<file path="src/rtl/id_ex_pipe.sv">
// Decode/execute pipeline register with flush, bubble/hold control,
// valid tracking and saturating bubble/hold performance counters.
module id_ex_pipe #(
    parameter int XLEN   = 32,
    parameter int AW     = 5,
    parameter int OPW    = 8,
    parameter int SELW   = 3,
    parameter int STALLW = 6,
    parameter int STAGE  = 2,
    parameter int EXCW   = 32,
    parameter int CNTW   = 16
) (
    input  logic              clk,
    input  logic              rst,
    input  logic [STALLW-1:0] stall,
    input  logic              flush,
    input  logic              id_valid,
    input  logic [OPW-1:0]    id_aluop,
    input  logic [SELW-1:0]   id_alusel,
    input  logic [XLEN-1:0]   id_reg1,
    input  logic [XLEN-1:0]   id_reg2,
    input  logic [AW-1:0]     id_wd,
    input  logic              id_wreg,
    input  logic [XLEN-1:0]   id_link_address,
    input  logic              id_is_in_delayslot,
    input  logic              next_inst_in_delayslot_i,
    input  logic [XLEN-1:0]   id_pc,
    input  logic [EXCW-1:0]   id_excepttype,
    output logic [OPW-1:0]    ex_aluop,
    output logic [SELW-1:0]   ex_alusel,
    output logic [XLEN-1:0]   ex_reg1,
    output logic [XLEN-1:0]   ex_reg2,
    output logic [AW-1:0]     ex_wd,
    output logic              ex_wreg,
    output logic [XLEN-1:0]   ex_link_address,
    output logic              ex_is_in_delayslot,
    output logic [XLEN-1:0]   ex_pc,
    output logic [EXCW-1:0]   ex_excepttype,
    output logic              ex_valid,
    output logic              is_in_delayslot_o,
    output logic [CNTW-1:0]   bubble_cnt,
    output logic [CNTW-1:0]   hold_cnt
);

    typedef struct packed {
        logic [OPW-1:0]  aluop;
        logic [SELW-1:0] alusel;
        logic [XLEN-1:0] reg1;
        logic [XLEN-1:0] reg2;
        logic [AW-1:0]   wd;
        logic            wreg;
        logic [XLEN-1:0] link_address;
        logic            is_in_delayslot;
        logic [XLEN-1:0] pc;
        logic [EXCW-1:0] excepttype;
        logic            valid;
    } ex_t;

    localparam logic [CNTW-1:0] CNT_ONE = CNTW'(1);
    localparam logic [CNTW-1:0] CNT_MAX = '1;

    ex_t             ex_q, ex_d, id_s;
    logic            dslot_q, dslot_d;
    logic [CNTW-1:0] bubble_q, bubble_d;
    logic [CNTW-1:0] hold_q, hold_d;
    logic            stall_id, stall_ex;

    assign stall_id = stall[STAGE];
    assign stall_ex = stall[STAGE+1];

    // An invalid slot must never write the register file or raise a trap.
    always_comb begin
        id_s                 = '0;
        id_s.aluop           = id_aluop;
        id_s.alusel          = id_alusel;
        id_s.reg1            = id_reg1;
        id_s.reg2            = id_reg2;
        id_s.wd              = id_wd;
        id_s.wreg            = id_wreg & id_valid;
        id_s.link_address    = id_link_address;
        id_s.is_in_delayslot = id_is_in_delayslot;
        id_s.pc              = id_pc;
        id_s.excepttype      = id_valid ? id_excepttype : '0;
        id_s.valid           = id_valid;
    end

    always_comb begin
        ex_d     = ex_q;
        dslot_d  = dslot_q;
        bubble_d = bubble_q;
        hold_d   = hold_q;
        if (flush) begin
            ex_d    = '0;
            dslot_d = 1'b0;
        end else if (!stall_id) begin
            ex_d    = id_s;
            dslot_d = next_inst_in_delayslot_i;
        end else if (!stall_ex) begin
            // Bubble keeps the delay-slot flag so it survives a decode stall.
            ex_d = '0;
            if (bubble_q != CNT_MAX) bubble_d = bubble_q + CNT_ONE;
        end else begin
            if (hold_q != CNT_MAX) hold_d = hold_q + CNT_ONE;
        end
    end

    always_ff @(posedge clk) begin
        if (rst) begin
            ex_q     <= '0;
            dslot_q  <= 1'b0;
            bubble_q <= '0;
            hold_q   <= '0;
        end else begin
            ex_q     <= ex_d;
            dslot_q  <= dslot_d;
            bubble_q <= bubble_d;
            hold_q   <= hold_d;
        end
    end

    assign ex_aluop           = ex_q.aluop;
    assign ex_alusel          = ex_q.alusel;
    assign ex_reg1            = ex_q.reg1;
    assign ex_reg2            = ex_q.reg2;
    assign ex_wd              = ex_q.wd;
    assign ex_wreg            = ex_q.wreg;
    assign ex_link_address    = ex_q.link_address;
    assign ex_is_in_delayslot = ex_q.is_in_delayslot;
    assign ex_pc              = ex_q.pc;
    assign ex_excepttype      = ex_q.excepttype;
    assign ex_valid           = ex_q.valid;
    assign is_in_delayslot_o  = dslot_q;
    assign bubble_cnt         = bubble_q;
    assign hold_cnt           = hold_q;

endmodule

</file>
<file path="config.mk">
export PLATFORM = sky130hd
export DESIGN_NAME = id_ex_pipe
export DESIGN_NICKNAME = d
export VERILOG_FILES = /design/src/rtl/id_ex_pipe.sv
export SDC_FILE = /design/constraint.sdc
export NUM_CORES = 1
export LEC_CHECK = 0
export ABC_AREA = 0
export BUFFER_PORTS_ARGS = -buffer_cell sky130_fd_sc_hd__buf_4
export CAP_MARGIN = 5
export CORE_AREA = 2 2 155 157
export CTS_BUF_LIST = sky130_fd_sc_hd__clkbuf_8
export DETAILED_ROUTE_END_ITERATION = 8
export DIE_AREA = 0 0 157 159
export GPL_ROUTABILITY_DRIVEN = 0
export PLACE_DENSITY_LB_ADDON = 0.2
export SLEW_MARGIN = 15
export SYNTH_ARGS = -nofsm -noshare
export SYNTH_HDL_FRONTEND = slang
export SYNTH_SLANG_ARGS = --single-unit
</file>
<file path="constraint.sdc">
create_clock -name clk -period 1.9 [get_ports clk]
set_input_delay 0.095 -clock clk [delete_from_list [all_inputs] [get_ports clk]]
set_output_delay 0.095 -clock clk [all_outputs]
set_load 0.01 [all_outputs]
</file>
==> Flow_metrics.wiki <==
{| class="wikitable"
! Metric !! Value
|-
| Setup TNS Final || 0 ns
|-
| Estimated wirelength of the detail-placed design || 18800 µm
|-
| Net load switching power || 0.00247 W
|-
| Clk sink count || 212
|-
| Largest fanout on the critical path || 6
|-
| Setup slack, reg-to-reg || 0.1 ns
|-
| R2r startpoint || bubble_cnt[0]
|-
| Net Count, Synth || 1138
|-
| Worst hold path startpoint || id_pc[2]
|-
| Largest area contributor in the synthesized netlist || sky130_fd_sc_hd__dfxtp_1
|-
| Endpoint of the worst register-to-register path || bubble_cnt[14]
|-
| Wire length of the first global-routing pass || 45700 µm
|-
| Dominant cell by count in the synthesized netlist || sky130_fd_sc_hd__dfxtp_1
|-
| FF/Latch Area || 4240 µm²
|-
| Worst Tran Pin Value || 0.652 ns
|-
| Hold Path End || ex_pc[2]
|-
| Via density per instance || 4.71
|-
| Pins Over Slew Limit || 0
|-
| Worst-path cell with the longest stage delay || sky130_fd_sc_hd__dfxtp_1
|-
| Number of nets in the final layout || 1713
|-
| Nature of the critical path endpoint || register
|-
| Internal || between 0.007 and 0.008 W
|-
| Portion of synthesized cell area occupied by the leading cell type || 52.1%
|-
| Data arrival time of the worst path || 2.20 ns
|-
| Main flop type after synthesis || sky130_fd_sc_hd__dfxtp_1
|-
| Number of synthesized register bits || 212
|-
| Pre-Repair DR Iteration Count || 4
|-
| Level count of the clock H-tree || 2
|-
| Status || finished clean
|-
| Depth of the worst register-to-register path || 5
|-
| Share of power burned in the clock network || 39.4%
|-
| Floorplan core area || 23200 µm²
|-
| Average cell area after synthesis || 8.61 µm²
|-
| GR Util All Layers || 22.7%
|-
| Yosys Warn Count || 0
|-
| Share of flip-flops with an asynchronous set or reset after synthesis || 0%
|-
| Max-cap violation count || 0
|-
| Clock-pin transition on the worst setup and hold timing paths || 0.06 ns
|-
| Leak Pwr || 6.21 nW
|-
| Maximum clock skew at final layout || 0.00548 ns
|-
| Cell at the root of the clock tree || sky130_fd_sc_hd__clkbuf_8
|-
| Width of the die || between 150 and 200 µm
|-
| Number of synthesized flops with an enable pin || 0
|-
| Startpoint Class || register
|-
| Peak clock frequency supported by timing || 554 MHz
|-
| Wirelength per Cell || around 16 µm
|-
| Relative area change from synthesis to final layout || 73.0%
|-
| Delay contributed by the slowest stage of the critical path || around 0.38 ns
|-
| Maximum ir drop on the vdd rail || 591 µV
|-
| Filler cell count || between 1.5k and 2k
|-
| Multi-input logic area || around 3600 µm²
|-
| Overall power after layout || approximately 0.0099 W
|-
| Most used standard cells in the synthesized netlist || sky130_fd_sc_hd__dfxtp_1 (212), sky130_fd_sc_hd__nor2_1 (193), sky130_fd_sc_hd__a21oi_1 (169)
|-
| Maximum clock insertion buffer count || 3
|-
| Buffers inserted by post-CTS timing repair || 0
|-
| Die Span Y || 159 µm
|-
| Final wirelength || 29400 µm
|-
| IO Pins || 401
|-
| Setup repair after global routing missed its margin || no
|-
| Vias in the first global route || 8877
|-
| Ratio of cells with drive above 1 in the final layout || about a third
|-
| Data required, critical path || 2.30 ns
|-
| WP buf/inv || 0
|-
| Routed via count || 8774
|-
| Port Buffers || approximately 400
|-
| Final clock period utilization by the worst path || around 95%
|-
| Power density over the cells || 706 nW/µm²
|-
| Synth Instances || 947
|-
| Total CTS buffers || 37
|-
| Switching part of the total || roughly a quarter
|-
| Cell types occupying the most area after synthesis || sky130_fd_sc_hd__dfxtp_1 (52%), sky130_fd_sc_hd__nor2b_1 (12%), sky130_fd_sc_hd__a21oi_1 (10%)
|-
| Distinct cell type count of the synthesized netlist || 40
|-
| DIE AREA || between 20000 and 25000 µm²
|-
| Comb pwr share || 14.2%
|-
| Aggregate global routing overflow || 0
|-
| Initial core utilization || 35.1%
|-
| Crit path kind || reg2reg
|-
| Cell-by-cell listing of the critical path || ha_1 > and4_1 > nand2_1 > nor4_1 > mux2_2
|-
| Sequential-to-total area share from yosys stat || 52.1%
|-
| Row count || 56
|-
| Final hold viol count || 0
|-
| Clock tree from TritonCTS || done
|-
| Iteration-0 DRC count of the detailed router || 493
|-
| Sequential fraction of design power || 46.4%
|-
| Number of logic stages on the critical path including buffering || 5
|-
| DRC violation count after routing || 0
|-
| Gate family responsible for the most delay along the worst path || simple AND/OR/NAND/NOR gates
|-
| Area of the mapped netlist || 8150 µm²
|-
| Later-pin clock latency in the skew report || 0.50 ns
|-
| Initial antenna violation count || 1
|-
| Final setup violation count || 0
|-
| Largest net degree at the start of global routing || 90
|-
| Worst min-delay path category || in2reg
|-
| Final critical delay including setup and external delays || 1.80 ns
|-
| Rel. slew slack || 56.5%
|-
| Worst hold stages || 4
|-
| Remaining antenna violation count after routing || 0
|}
## worst register-to-register path: cells and delay by family, from the launching register on
| family | cells | cell delay [ns] |
|---|---|---|
| flip-flops | 1 | 0.38 |
| AND/OR/NAND/NOR | 3 | 0.70 |
| adder cells (fa/ha/maj) | 1 | 0.25 |
| multiplexers | 1 | 0.37 |
## cell usage in the layout, fill, tap and decap left out, drive strengths merged, types with 8 or more instances in the layout
cell         instances
inv                 15
nor2b              158
buf                427
dlygate4sd3        177
clkbuf              41
a21oi              169
or3                 10
nand2               10
a22oi               33
o31ai               10
nor2               193
mux2                11
nand3                8
nand4                9
dfxtp              212
## how the worst max path moves through the flow
stage / startpoint / end / slack (ns)
finish: bubble_cnt[0] / bubble_cnt[14] / 0.1
CTS: hold_cnt[0] / hold_cnt[0] / 0.04
detailed placement: hold_cnt[7] / hold_cnt[0] / 0.06
floorplan: bubble_cnt[10] / bubble_cnt[15] / 0.14
global placement: hold_cnt[7] / hold_cnt[0] / 0.15
global route: bubble_cnt[0] / bubble_cnt[10] / 0.007
## state kept, by name, summed over array words and instances, names as in the netlist, 3 cells and up
signal / count
ex_wd: 5
ex_pc: 32
hold_cnt: 16
ex_alusel: 3
ex_excepttype: 32
bubble_cnt: 16
ex_reg2: 32
ex_reg1: 32
ex_link_address: 32
ex_aluop: 8
## per-stage QoR
stage | setup WS (ns) | hold slack (ns) | utilization (%) | std cells | area [µm²]
after CTS | 0.0358 | 0.00273 | 60.7 | 1862 | 14100
final | 0.0959 | 0.0509 | 60.8 | 1863 | 14100
after detailed placement | 0.0612 | 0.336 | 50.2 | 1625 | 11600
after global placement | 0.149 | 0.329 | 50.2 | 1625 | 11600
after floorplan | 0.141 | 0.239 | - | 947 | 8150
after global routing | 0.00702 | 0.00395 | 60.8 | 1863 | 14100
## final cells by class
class,instances,area share (%)
Clock inverter,19,0.754
Clock buffer,41,4.00
Inverter,4,0.107
Multi-Input combinational cell,663,25.9
Timing Repair Buffer,604,36.3
Sequential cell,212,30.1
Tap cell,319,2.83
Antenna cell,1,0.0178
## logic make-up after synthesis
| family | share of synthesized area (%) |
|---|---|
| flip-flops | 52.1 |
| AND/OR/NAND/NOR | 27.0 |
| adder cells (fa/ha/maj) | 0.307 |
| buffers and inverters | 3.39 |
| AO/OA/AOI/OAI | 15.3 |
| multiplexers | 1.89 |
## power groups by stage
stage	sequential (W)	combinational [W]	clock, W
2_1_floorplan	0.00475	0.000429	0
3_3_place_gp	0.00470	0.00108	0
3_5_place_dp	0.00471	0.00109	0
4_1_cts	0.00461	0.00140	0.00405
5_1_grt	0.00462	0.00153	0.00427
6_report	0.00461	0.00141	0.00392
## layer usage
metal | vias to the layer above | part of all wire, % | track usage, %
li1 | 4339 | - | -
met5 | - | 0 | 0
met3 | 69 | 8.1 | 7.21
met1 | 4062 | 39 | 25.5
met2 | 304 | 49 | 39.8
met4 | 0 | 3.3 | 8.59
## what timing repair did
item	in CTS	in global routing
hold buffers	177	0
resized for setup	0	2
setup endpoints to repair	0	7
hold endpoints to repair	177	0
(Power assumes the default switching activity.)
